===== src/rtl/univ_shift_reg_if.sv =====
// univ_shift_reg_if: control/data bundle for univ_shift_reg (master drives en/mode/d/sin, slave returns q/qn/sout/cnt/done)
interface univ_shift_reg_if #(
  parameter int WIDTH = 8
);
  localparam int CW = $clog2(WIDTH + 1);
  logic             en;
  logic [2:0]       mode;
  logic [WIDTH-1:0] d;
  logic             sin;
  logic [WIDTH-1:0] q;
  logic [WIDTH-1:0] qn;
  logic             sout;
  logic [CW-1:0]    cnt;
  logic             done;
  modport master (output en, mode, d, sin, input q, qn, sout, cnt, done);
  modport slave (input en, mode, d, sin, output q, qn, sout, cnt, done);
endinterface


===== src/rtl/univ_shift_reg.sv =====
// univ_shift_reg: WIDTH-bit universal shift register (hold/load/shl/shr/rol/ror/asr/clr) with serial out and saturating shift counter; ports clk, rst (async, active-high), bus (slave)
module univ_shift_reg #(
  parameter int               WIDTH     = 8,
  parameter logic [WIDTH-1:0] RESET_VAL = '0
) (
  input logic             clk,
  input logic             rst,
  univ_shift_reg_if.slave bus
);
  localparam int CW = $clog2(WIDTH + 1);
  logic [WIDTH-1:0] q, q_nx;
  logic             sout, sout_nx;
  logic [CW-1:0]    cnt, cnt_nx;
  logic             done;
  logic             shift;
  logic             zero;
  always_comb begin
    q_nx    = q;
    sout_nx = sout;
    case (bus.mode)
      3'd1:    q_nx = bus.d;
      3'd2:    {sout_nx, q_nx} = {q, bus.sin};
      3'd3:    {q_nx, sout_nx} = {bus.sin, q};
      3'd4:    {sout_nx, q_nx} = {q, q[WIDTH-1]};
      3'd5:    {q_nx, sout_nx} = {q[0], q};
      3'd6:    {q_nx, sout_nx} = {q[WIDTH-1], q};
      3'd7:    {sout_nx, q_nx} = '0;
      default: ;
    endcase
  end
  assign shift  = bus.mode inside {[3'd2:3'd6]};
  assign zero   = bus.mode == 3'd1 || bus.mode == 3'd7;
  assign cnt_nx = zero ? '0 : (shift && cnt != CW'(WIDTH)) ? cnt + 1'b1 : cnt;
  always_ff @(posedge clk or posedge rst)
    if (rst) begin
      q    <= RESET_VAL;
      sout <= 1'b0;
      cnt  <= '0;
      done <= 1'b0;
    end else if (bus.en) begin
      q    <= q_nx;
      sout <= sout_nx;
      cnt  <= cnt_nx;
      done <= cnt_nx == CW'(WIDTH);
    end
  assign bus.q    = q;
  assign bus.qn   = ~q;
  assign bus.sout = sout;
  assign bus.cnt  = cnt;
  assign bus.done = done;
endmodule


===== src/flat_wrapper.sv =====
// flat-port wrapper written by rule: the top's interface ports become plain ports
module univ_shift_reg_flat 
#(
  parameter int               WIDTH     = 8,
  parameter logic [WIDTH-1:0] RESET_VAL = '0
)
  (clk, rst, bus_en, bus_mode, bus_d, bus_sin, bus_q, bus_qn, bus_sout, bus_cnt, bus_done);
  univ_shift_reg_if #(.WIDTH(WIDTH)) bus_i ();
  input logic clk;
  input logic rst;
  input wire logic [$bits(bus_i.en)-1:0] bus_en;
  input wire logic [$bits(bus_i.mode)-1:0] bus_mode;
  input wire logic [$bits(bus_i.d)-1:0] bus_d;
  input wire logic [$bits(bus_i.sin)-1:0] bus_sin;
  output wire logic [$bits(bus_i.q)-1:0] bus_q;
  output wire logic [$bits(bus_i.qn)-1:0] bus_qn;
  output wire logic [$bits(bus_i.sout)-1:0] bus_sout;
  output wire logic [$bits(bus_i.cnt)-1:0] bus_cnt;
  output wire logic [$bits(bus_i.done)-1:0] bus_done;
  assign bus_i.en = bus_en;
  assign bus_i.mode = bus_mode;
  assign bus_i.d = bus_d;
  assign bus_i.sin = bus_sin;
  assign bus_q = bus_i.q;
  assign bus_qn = bus_i.qn;
  assign bus_sout = bus_i.sout;
  assign bus_cnt = bus_i.cnt;
  assign bus_done = bus_i.done;
  univ_shift_reg #(.WIDTH(WIDTH), .RESET_VAL(RESET_VAL)) u_core (.clk(clk), .rst(rst), .bus(bus_i));
endmodule

===== config.mk =====
export PLATFORM = sky130hd
export DESIGN_NAME = univ_shift_reg_flat
export DESIGN_NICKNAME = d
export VERILOG_FILES = /design/src/rtl/univ_shift_reg_if.sv /design/src/rtl/univ_shift_reg.sv /design/src/flat_wrapper.sv
export SDC_FILE = /design/constraint.sdc
export NUM_CORES = 1
export LEC_CHECK = 0
export CORE_MARGIN = 8
export CORE_UTILIZATION = 48
export DETAILED_ROUTE_END_ITERATION = 16
export PLACE_DENSITY = 0.93
export SLEW_MARGIN = 0
export SYNTH_ARGS = -nofsm -noshare
export SYNTH_HDL_FRONTEND = slang
export SYNTH_SLANG_ARGS = --single-unit
export TNS_END_PERCENT = 100

===== constraint.sdc =====
create_clock -name clk -period 3.04 [get_ports clk]
set_input_delay 0.76 -clock clk [delete_from_list [all_inputs] [get_ports clk]]
set_output_delay 0.76 -clock clk [all_outputs]
set_load 0.005 [all_outputs]

==> key figures <==
Run status
  – Status: complete, no violations

Worst hold path
  – Hold_sp: u_core.bus.sout$_DFFE_PP0P_
  – Worst min path class: flip-flop to flip-flop
  – Hold path cells: 2
  – Hold worst-path end: u_core.bus.sout$_DFFE_PP0P_

Logic synthesis
  – Net Count, Synth: 143
  – Leading cell types by total area after synthesis: dfrtp_1 34%, ha_1 7.2%, inv_1 6.5%
  – Most frequent cell after synthesis: inv_1
  – Top-area cell type share of the netlist area: 33.7%
  – Yosys cell types: 30
  – Synthesized area per cell: 8.53 µm²
  – Ys flop type: dfrtp_1
  – Yosys warns: 0
  – Area leader, netlist: dfrtp_1
  – Yosys reg bits: 14
  – Synth top cells by count: 18 x inv_1, 14 x dfrtp_1, 14 x nand2_1, 9 x nor2b_1, 9 x o31ai_1
  – Post-Synthesis Cells: 122
  – Sequential fraction of the synthesis area: 33.7%
  – Post-synthesis instance area: 0.00104 mm²
  – Post-synthesis async set-or-reset flop share: 100%
  – EDFF count, synth: 0

Drt
  – First-pass DRT Iterations: 4
  – ANT nets after route: 0
  – Vias: 1028
  – Iteration-0 DRC count of the detailed router: 18
  – Wire per inst: 15.0 µm
  – Final wirelength: 2810 µm
  – Post-DR vias/cell: 5.47
  – Residual DRC: 0

Global route
  – Pin count of the biggest net entering global routing: 18
  – First-pass GRT wire length: 4820 µm
  – Overall Global Routing Usage: 14.8%
  – Vias in the first global route: 1092
  – Global route overflow: 0
  – Antenna violations before repair: 0

Worst setup path
  – Reg2Reg Depth: 7
  – Start of the worst register-to-register path: u_core.bus.cnt[0]$_DFFE_PP0P_
  – R2R Path End: u_core.bus.done$_DFFE_PP0P_
  – Worst setup SP type: input pin
  – Endpoint type of the worst setup path: flip-flop
  – Crit Path Max Fanout: 10
  – Worst reg2reg setup slack: 1090 ps
  – CP Class: input pin to flip-flop
  – Critical path data arrival time: 2740 ps
  – Worst EP required: 3230 ps

Floorplanning
  – Core area: 0.00213 mm²
  – Die area: 0.00392 mm²
  – I/O pin count: 37
  – Initial core utilization: 48.9%
  – # rows: 17
  – Die Y: 62.6 µm
  – Die width: 62.6 µm

Clock tree
  – # clock sinks: 14
  – H-tree depth: 1
  – Clock Path Buffers: 2
  – CTS tree: built
  – Hold_buf cts: 0
  – Root buffer cell: clkbuf_4
  – Clock slew at reported path FFs: 90 ps
  – Setup Fix Bufs, Post-CTS: 0
  – Post-cts sizing count: 0
  – Clock latency on the worst-skew pair: 290 ps
  – TritonCTS Buffers: 3

Finish
  – Layout cell share with drive strength beyond 1: 5.00%
  – Fin nets: 182
  – Layout area overhead: 40.5%
  – N_diodes: 0
  – Fillers: 187

STA
  – RSZ-0062 raised after global routing: false
  – Worst Tran Pin Value: 548 ps
  – Final setup fails: 0
  – Count of final max-slew check failures: 0
  – Final min period: 2550 ps
  – Final Cycle Share: 83.8%
  – Max Clk Rate: 392 MHz
  – Slew HR: 63.4%
  – Final Hold Viols: 0
  – Setup_tns: 0 ps
  – Clk_skew: 3.85 ps

Run
  – Max-Cap Viols: 0

Power
  – Leak: 0.627 nW
  – Seq pwr share: 38.1%
  – P_sw: 246 µW
  – Clk network pwr share: 19.7%
  – Comb pwr share: 42.1%
  – Sw Share: 34.6%
  – Power Density: 486 mW/mm²
  – Pwr Total: 710 µW
  – Internal Power: 464 µW
  – VDD IR max: 0.303 mV

Placement
  – Port Buf Inserts: 36
  – Gpl congestion: 0.806
  – Post-DP HPWL: 2210 µm
## layer usage
layer | part of all wire [%] | global-route usage [%] | up-vias
met4 | 2.0 | 7.69 | 0
li1 | - | - | 507
met2 | 49 | 26.3 | 39
met1 | 41 | 14.7 | 473
met3 | 7.3 | 5.38 | 9
met5 | 0 | 0 | -
## power groups by stage
stage | Combinational, mW | Clock [mW] | Sequential [mW]
6_report | 0.299 | 0.140 | 0.271
4_1_cts | 0.304 | 0.143 | 0.270
3_3_place_gp | 0.291 | 0 | 0.272
2_1_floorplan | 0.141 | 0 | 0.266
5_1_grt | 0.336 | 0.150 | 0.279
3_5_place_dp | 0.301 | 0 | 0.274
## registers in the layout (all words and copies together), names as in the netlist
name             count
u_core.bus.q         8
u_core.bus.sout      1
u_core.bus.done      1
u_core.bus.cnt       4
## cell usage in the layout (no fill, tap or decap), types with 2 or more instances in the layout
cell type,Yosys,final
a211oi_1,3,3
a21oi_1,5,5
a221oi_1,7,7
buf_4,0,2
clkbuf_4,0,3
clkdlybuf4s50_1,0,36
dfrtp_1,14,14
ha_1,6,6
inv_1,18,18
nand2_1,14,14
nand2b_1,5,5
nor2_1,5,5
nor2b_1,9,9
o21ai_0,6,6
o22ai_1,2,2
o31ai_1,9,9
xnor2_1,2,2
## through the flow
stage	instances	area [µm²]	setup slack (ps)	utilization (%)	hold WS [ps]
finish	188	1460	491	68.8	495
global placement	184	1430	324	67.1	475
detailed placement	184	1430	196	67.1	477
global route	188	1460	341	68.8	550
CTS	188	1460	500	68.8	499
floorplan	122	1040	941	-	470
## how the worst max path moves through the flow
stage           startpoint                           to  slack (ps)  depth (start not counted)
4_1_cts        bus_mode[2]  u_core.bus.done$_DFFE_PP0P_         500                          7
5_1_grt        bus_mode[2]  u_core.bus.done$_DFFE_PP0P_         340                          7
6_report       bus_mode[2]  u_core.bus.done$_DFFE_PP0P_         490                          7
2_1_floorplan  bus_mode[2]  u_core.bus.done$_DFFE_PP0P_         940                          6
3_5_place_dp   bus_mode[2]  u_core.bus.done$_DFFE_PP0P_         200                          7
3_3_place_gp   bus_mode[2]  u_core.bus.done$_DFFE_PP0P_         320                          7
## cell families (layout without fill, tap and decap cells)
| logic type | after synthesis | count (layout) | synth area share [%] |
|---|---|---|---|
| AOI/OAI and AO/OA | 40 | 40 | 28.5 |
| xor gates and xnor gates | 3 | 3 | 2.52 |
| adders and majority gates | 6 | 6 | 7.21 |
| buffers and inverters | 22 | 60 | 8.89 |
| DFF | 14 | 14 | 33.7 |
| and+or+nand+nor | 37 | 37 | 19.2 |
## cell type report
class | count | area [µm²] | share of cell area [%]
multi-input cells | 86 | 598 | 40.9
repair buffers | 38 | 375 | 25.7
flip-flops and latches | 14 | 350 | 24.0
inverters | 18 | 67.6 | 4.62
clock buffers | 4 | 36.3 | 2.48
well taps | 28 | 35.0 | 2.40
## worst max-delay path, cell delays in order
cell             delay [ps]
clkdlybuf4s50_1         690
inv_1                   150
ha_1                    250
a211oi_1                360
a32oi_1                 160
o41a_1                  140
o41ai_2                 220
Power figures use the tool's default switching activity.
